**src/rtl/mips_state_sequencer.sv**
```systemverilog
// Multi-cycle MIPS control sequencer: state register, opcode/funct entry decode,
// memory wait states with bounded MOC handshake, branch resolution and error states.
module mips_state_sequencer #(
  parameter int STATE_W     = 7,
  parameter int MOC_TIMEOUT = 15,
  parameter int ERR_HALT    = 1
) (
  input  logic               clk,
  input  logic               reset,
  input  logic [31:0]        instr,
  input  logic               moc,
  input  logic               zero,
  output logic [STATE_W-1:0] state,
  output logic               mem_req,
  output logic               mem_rw,
  output logic               ir_load,
  output logic               pc_load,
  output logic               instr_done,
  output logic               illegal,
  output logic               bus_err
);

  typedef enum logic [4:0] {
    S_RESET      = 5'd0,
    S_FETCH      = 5'd1,
    S_FETCH_WAIT = 5'd2,
    S_DECODE     = 5'd3,
    S_ADDU       = 5'd6,
    S_STORE      = 5'd7,
    S_STORE_WAIT = 5'd8,
    S_BEQ        = 5'd11,
    S_BEQ_TAKEN  = 5'd12,
    S_LOAD       = 5'd13,
    S_LOAD_WAIT  = 5'd14,
    S_LOAD_WB    = 5'd15,
    S_SUBU       = 5'd17,
    S_ILLEGAL    = 5'd20,
    S_BUSERR     = 5'd21
  } state_t;

  localparam int CNT_W = $clog2(MOC_TIMEOUT + 1);

  state_t           cur, nxt;
  logic [CNT_W-1:0] cnt;
  logic             in_wait, at_limit;
  logic             unused_instr_bits;

  // Only opcode and funct steer the sequencer; the register fields belong to the datapath.
  assign unused_instr_bits = ^instr[25:6];

  function automatic state_t entry_state(input logic [5:0] op, input logic [5:0] fn);
    state_t s;
    case (op)
      6'h00:                      s = (fn == 6'h21) ? S_ADDU :
                                      (fn == 6'h23) ? S_SUBU : S_ILLEGAL;
      6'h28, 6'h29, 6'h2B:        s = S_STORE;
      6'h04:                      s = S_BEQ;
      6'h20, 6'h21, 6'h23,
      6'h24, 6'h25:               s = S_LOAD;
      default:                    s = S_ILLEGAL;
    endcase
    return s;
  endfunction

  assign in_wait  = cur inside {S_FETCH_WAIT, S_STORE_WAIT, S_LOAD_WAIT};
  // The cycle that would push the count to MOC_TIMEOUT is the last one allowed.
  assign at_limit = int'(cnt) >= MOC_TIMEOUT - 1;

  always_ff @(posedge clk or posedge reset) begin
    if (reset) begin
      cur     <= S_RESET;
      cnt     <= '0;
      bus_err <= 1'b0;
    end else begin
      cur <= nxt;
      if (!in_wait)
        cnt <= '0;
      else if (!moc && int'(cnt) < MOC_TIMEOUT)
        cnt <= cnt + CNT_W'(1);
      if (nxt == S_BUSERR)
        bus_err <= 1'b1;
    end
  end

  always_comb begin
    nxt = cur;
    case (cur)
      S_RESET:      nxt = S_FETCH;
      S_FETCH:      nxt = S_FETCH_WAIT;
      S_FETCH_WAIT: if (moc) nxt = S_DECODE;    else if (at_limit) nxt = S_BUSERR;
      S_DECODE:     nxt = entry_state(instr[31:26], instr[5:0]);
      S_ADDU, S_SUBU, S_LOAD_WB, S_BEQ_TAKEN:
                    nxt = S_FETCH;
      S_STORE:      nxt = S_STORE_WAIT;
      S_STORE_WAIT: if (moc) nxt = S_FETCH;     else if (at_limit) nxt = S_BUSERR;
      S_LOAD:       nxt = S_LOAD_WAIT;
      S_LOAD_WAIT:  if (moc) nxt = S_LOAD_WB;   else if (at_limit) nxt = S_BUSERR;
      S_BEQ:        nxt = zero ? S_BEQ_TAKEN : S_FETCH;
      S_ILLEGAL, S_BUSERR:
                    nxt = (ERR_HALT != 0) ? cur : S_FETCH;
      default:      nxt = S_RESET;
    endcase
  end

  // instr_done must depend on moc/zero so it pulses once on the retiring cycle.
  always_comb begin
    state      = '0;
    state[4:0] = cur;
    mem_req    = cur inside {S_FETCH, S_FETCH_WAIT, S_LOAD, S_LOAD_WAIT, S_STORE, S_STORE_WAIT};
    mem_rw     = cur inside {S_STORE, S_STORE_WAIT};
    pc_load    = cur inside {S_DECODE, S_BEQ_TAKEN};
    illegal    = (cur == S_ILLEGAL);
    ir_load    = (cur == S_FETCH_WAIT) && moc;
    instr_done = (cur inside {S_ADDU, S_SUBU, S_LOAD_WB, S_BEQ_TAKEN}) ||
                 ((cur == S_STORE_WAIT) && moc) ||
                 ((cur == S_BEQ) && !zero);
  end

endmodule

```
**config.mk**
```make
export PLATFORM = sky130hd
export DESIGN_NAME = mips_state_sequencer
export DESIGN_NICKNAME = d
export VERILOG_FILES = /design/src/rtl/mips_state_sequencer.sv
export SDC_FILE = /design/constraint.sdc
export NUM_CORES = 1
export LEC_CHECK = 0
export ABC_AREA = 0
export CORE_MARGIN = 3
export CORE_UTILIZATION = 50
export CTS_CLUSTER_DIAMETER = 60
export DETAILED_ROUTE_END_ITERATION = 7
export DONT_BUFFER_PORTS = 1
export SYNTH_ARGS = -nofsm -noshare
export SYNTH_HDL_FRONTEND = slang
export SYNTH_SLANG_ARGS = --single-unit
```
**constraint.sdc**
```tcl
create_clock -name clk -period 2.11 [get_ports clk]
set_input_delay 0.1055 -clock clk [delete_from_list [all_inputs] [get_ports clk]]
set_output_delay 0.1055 -clock clk [all_outputs]
set_load 0.005 [all_outputs]
```
* After elaboration in Yosys (flattened, before gate mapping)
Cells that the tools add are included.
Word-level totals: bits in registers 10, input port bits 36, output and inout port bits 14, logic and storage cells 63
Operators by class: $add $sub $neg 1, order comparisons 2, equality and inequality tests 27, multiplexer cells 11, reduce and logical (&&, ||, !) cells 19
Operators by type and width (count):
- 6-bit == test, second input constant | 10
- 5-bit one-hot mux with 10 select lines | 1
- 5-bit by 4-bit == test with 1-bit output, second input constant | 6
- 5-bit two-way mux | 5
- 5-bit == test, second input constant | 4
- 5-bit one-hot mux with 4 select lines | 1
- 4-bit two-way mux | 3
- 5-bit by 2-bit == test with 1-bit output, second input constant | 2
- 5-bit by 3-bit == test with 1-bit output, second input constant | 2
- 5-bit OR reduction | 2
- 6-bit by 3-bit == test with 1-bit output, second input constant | 1
- 6-bit logical NOT | 1
- 6-bit nonzero test | 1
- 5-bit by 1-bit == test with 1-bit output, second input constant | 1
- 5-bit logical NOT | 1
- 4-bit by 1-bit adder with 4-bit output, second input constant | 1
- 4-bit >= comparator, second input constant | 1
- 1-bit logical AND | 4
- 4-bit less-than comparator, second input constant | 1
- 2-bit nonzero test | 2
- 4-bit nonzero test | 1
- 3-bit two-way mux | 1
- 3-bit nonzero test | 1
- 3-bit OR reduction | 1
- 4 further kinds | 6

* Depth between registers and ports, before layout
word-level depth 6, depth in mapped cells 7, gate-level depth less buffers 7

* Worst setup path after synthesis
Ideal clock, no wire load.
path kind flip-flop to flip-flop, start point reg cur[1], end point reg bus_err, setup time 120 ps, arrival time 1554 ps, required time 1990 ps, path slack 437 ps, cell stages (with the launch flop) 7, path buffers 1, clock period less this slack 1673 ps, cells stage by stage dfrtp_1 > buf_2 > nor2b_4 > a32oi_1 > nor2_2 > or4_4 > a31o_1
Between the ends: word-level cells in the longest chain between the ends 4, elaborated cells on any way between the ends 23, classes of those cells eq/ne: 15; mux: 5; reduce/logical: 3
RTL lines:
- start: declaration | RTL line 43 | state_t cur, nxt;
- start signal: assignment | RTL line 75 | cur <= nxt;
- 5-bit by 4-bit == test with 1-bit output (tied with other cells) | RTL line 87 | case (cur)
- 5-bit OR reduction (no line) / 2-bit OR reduction (equally long branches)
- 5-bit one-hot mux with 10 select lines * | RTL line 87
- named net nxt[2] | RTL line 43
- 5-bit == test * | RTL line 80 | if (nxt == S_BUSERR)
- end signal: assignment | RTL line 73 | bus_err <= 1'b0;
- end signal: assignment | RTL line 81 | bus_err <= 1'b1;
- end: declaration | RTL line 20 | output logic bus_err
The timed path passes the listed nets; every way through them passes the cells marked *. A chain may end at the register's enable or synchronous reset.

* Worst setup path after layout
start point reg cur[2], end point reg bus_err
Between the ends: word-level cells in the longest chain between the ends 4, elaborated cells on any way between the ends 23, classes of those cells eq/ne: 15; mux: 5; reduce/logical: 3
RTL lines (RTL line):
- 5-bit by 4-bit == test with 1-bit output (tied with other cells) | 87
- 5-bit OR reduction (no line) (tied with other cells)
- 5-bit one-hot mux with 10 select lines * | 87
- named net nxt[2] | 43
- 5-bit == test * | 80
Marked as above.

==> implementation parameters <==
Parameter                              Value

Setup path
  Beginning of the critical path    cur[2]
  End point of the critical path    bus_err
  Critical Path, Cell by Cell    nor2b_4 > a32oi_1 > nor2_2 > or4_4 > a31o_1
  RR Endpoint    bus_err
  Critical Path Fanout Max    14
  Required time worst endpoint    2.27 ns
  R2R Path Start    cur[2]
  Family with the most delay on the worst path    flip-flops
  Crit path depth    5
  R2R Setup Slk    0.26 ns
  Worst setup SP type    flop
  Critical path arrival    roughly 2.0 ns
  Delay contributed by the slowest stage of the critical path    0.66 ns
  Worst r2r path cells    5
  Kind of capture point of the worst setup path    flop
  Total buffers and inverters traversed by the critical path    0
  Worst setup path category    flop to flop
  Master of the slowest instance on the critical path    dfrtp_1

Drt
  DR DRC count    0
  Final WL    2350 um
  Vias after detailed routing    approximately 890
  DR WL/cell    15.4 um
  Number of DRC markers after the initial detailed-route iteration    12
  Count of nets left with antenna violations after detail routing    0
  Length of the first detailed-routing pass in iterations    2
  Post-DR vias/cell    approximately 6

Global routing
  Pin count of the biggest net entering global routing    15
  Grt total ovfl    0
  Antenna violations before repair    0
  Vias in the first global route    ~860
  Global-route wire length before repair    3840 um
  Total Routing Usage GR    20.0%

CTS
  CTS root buf    clkbuf_4
  Maximum clock path buffer count    2
  Clock sink count    10
  Post-cts gate resize count    0
  CTS tree    built
  Number of hold buffers added after cts    1
  Number of post-CTS setup repair buffers    0
  H-tree depth    1
  CTS clock-pin slew for the worst setup and hold paths    0.06 ns
  Worst-Skew Late Latency    about 0.26 ns
  Num CTS Buffers    3

Finish
  Nets    ~170
  Final antenna diode count    0
  Share of layout cells above drive strength 1    15.0%
  Final Non-Filler Cells    152
  Growth of design area from synthesis to finish    8.47%

Logic synthesis
  Cell accounting for the most synthesized area    dfrtp_1
  Most instantiated library cell after synthesis    nor2_1
  Dominant register cell in the synthesized netlist    dfrtp_1
  Asr flop ratio synth    100%
  EDFF count, synth    0
  Synthesized netlist cell count    123
  Post-synthesis sequential area ratio    roughly 26%
  Synth Cell Area    975 sq um
  Synth area leaders    dfrtp_1 26%, nor2_1 5.8%, a21oi_1 4.1%
  Mean Syn Cell Area    slightly below 8 sq um
  Total of flip-flops plus latches after synthesis    10
  Warnings, synthesis    0
  Share of the synthesized area in the top cell type    25.7%
  Leading cell types by count after synthesis    15 x nor2_1, 10 x dfrtp_1, 8 x a21oi_1, 8 x nand2_1, 7 x inv_1
  Unique cell type count in the Yosys netlist    between 40 and 50

Placement
  Hpwl dp    1810 um
  Routability cong.    0.917
  Placed Cells    approximately 150
  Port-buffer cells    0

Timing
  Final setup TNS    0 ns
  Number of failing hold endpoints at the final stage    0
  Fin. max-slew vios    0
  Transition time at the pin with the least slew margin    ~0.51 ns
  Post-Route Skew    0.00274 ns
  Setup violators final    0
  Minimum clock period after layout    1.85 ns
  Peak Freq    540 MHz
  Share of the clock period used by the worst path after layout    87.7%
  RSZ-0062 raised after global routing    no
  Remaining max-slew budget at the tightest pin    66.0%

Floorplanning
  IO Count    50
  Core Rows    15
  Area of the placeable core    between 1500 and 2000 sq um
  Height of the chip    50.2 um
  Effective utilization at floorplan    54.7%
  DIE AREA    2520 sq um
  Die extent in x    50.2 um

Pwr
  Static Leak    0.435 nW
  Worst VDD drop    0.819 mV
  Power density relative to cell area    between 1000 and 1500 nW/um^2

Min path
  Number of cells traversed by the worst hold path    3
  Worst Hold Class    input port to flop

Run status
  Run status    finished clean

Run
  Max-cap violation count    0
[sequential cells by signal (all words and copies together) (netlist names)]
| register | count |
|---|---|
| cnt | 4 |
| cur | 5 |
| bus_err | 1 |
[worst min-delay path, cell delays in order]
cell	delay, ns
a31oi_1	0.07
nor2_1	0.10
a211oi_1	0.05
[logic make-up after synthesis]
| family | count (synthesis) | share of synthesized area (%) |
|---|---|---|
| adders and majority gates | 2 | 2.57 |
| muxes | 1 | 1.03 |
| DFF | 10 | 25.7 |
| xor gates and xnor gates | 6 | 5.39 |
| AOI/OAI and AO/OA | 33 | 23.5 |
| other | 1 | 0.385 |
| buffers and inverters | 16 | 7.57 |
| and+or+nand+nor | 54 | 33.9 |
[where the power goes]
group          total [W]  internal, W  switching (W)
sequential      0.000407     0.000243       0.000164
clock           0.000168     0.000105      0.0000636
combinational   0.000669     0.000307       0.000362
total            0.00124     0.000655       0.000589
[placed cells by master, fill, tap and decap left out, drive strengths merged, types with 3 or more instances in the layout]
master,instances
a211oi,3
a21oi,8
a22oi,3
a31oi,3
buf,6
clkbuf,4
dfrtp,10
inv,7
nand2,8
nand2b,3
nand3,6
nand3b,3
nor2,16
nor2b,3
nor3,3
nor4,3
o32ai,3
xor2,4
[worst min-delay path by stage]
stage / start / endpoint / slack (ns)
2_1_floorplan: reset / bus_err / -0.05
3_3_place_gp: reset / bus_err / -0.01
3_5_place_dp: reset / bus_err / -0.01
4_1_cts: moc / cnt[1] / 0.09
5_1_grt: instr[26] / cur[3] / 0.14
6_report: moc / cnt[1] / 0.11
[per-layer routing]
metal,up-vias,GRT usage (%),share of wire [%]
met5,-,0,0
met4,0,8.29,1.5
met3,4,4.15,4.7
met2,21,32.8,49
met1,415,25.1,45
li1,451,-,-
[stage by stage]
step	power, W	util, %	hold slack (ns)	setup WS (ns)	area (sq um)
finish	0.00124	59.3	0.107	0.260	1060
global route	0.00135	59.3	0.136	0.118	1060
CTS	0.00125	59.3	0.0917	0.262	1060
detailed placement	0.00107	56.7	-0.0119	0.284	1010
global placement	0.00107	56.7	-0.0133	0.266	1010
floorplan	0.000886	-	-0.0543	0.437	978
[final cells by class]
type                            instances  area, sq um
Fill cell                             170          726
Multi-Input combinational cell         98          654
Sequential cell                        10          250
Timing Repair Buffer                    7         55.1
Clock buffer                            4         36.3
Tap cell                               25         31.3
Inverter                                8         30.0
No activity file was read; power rests on OpenSTA's default activity.
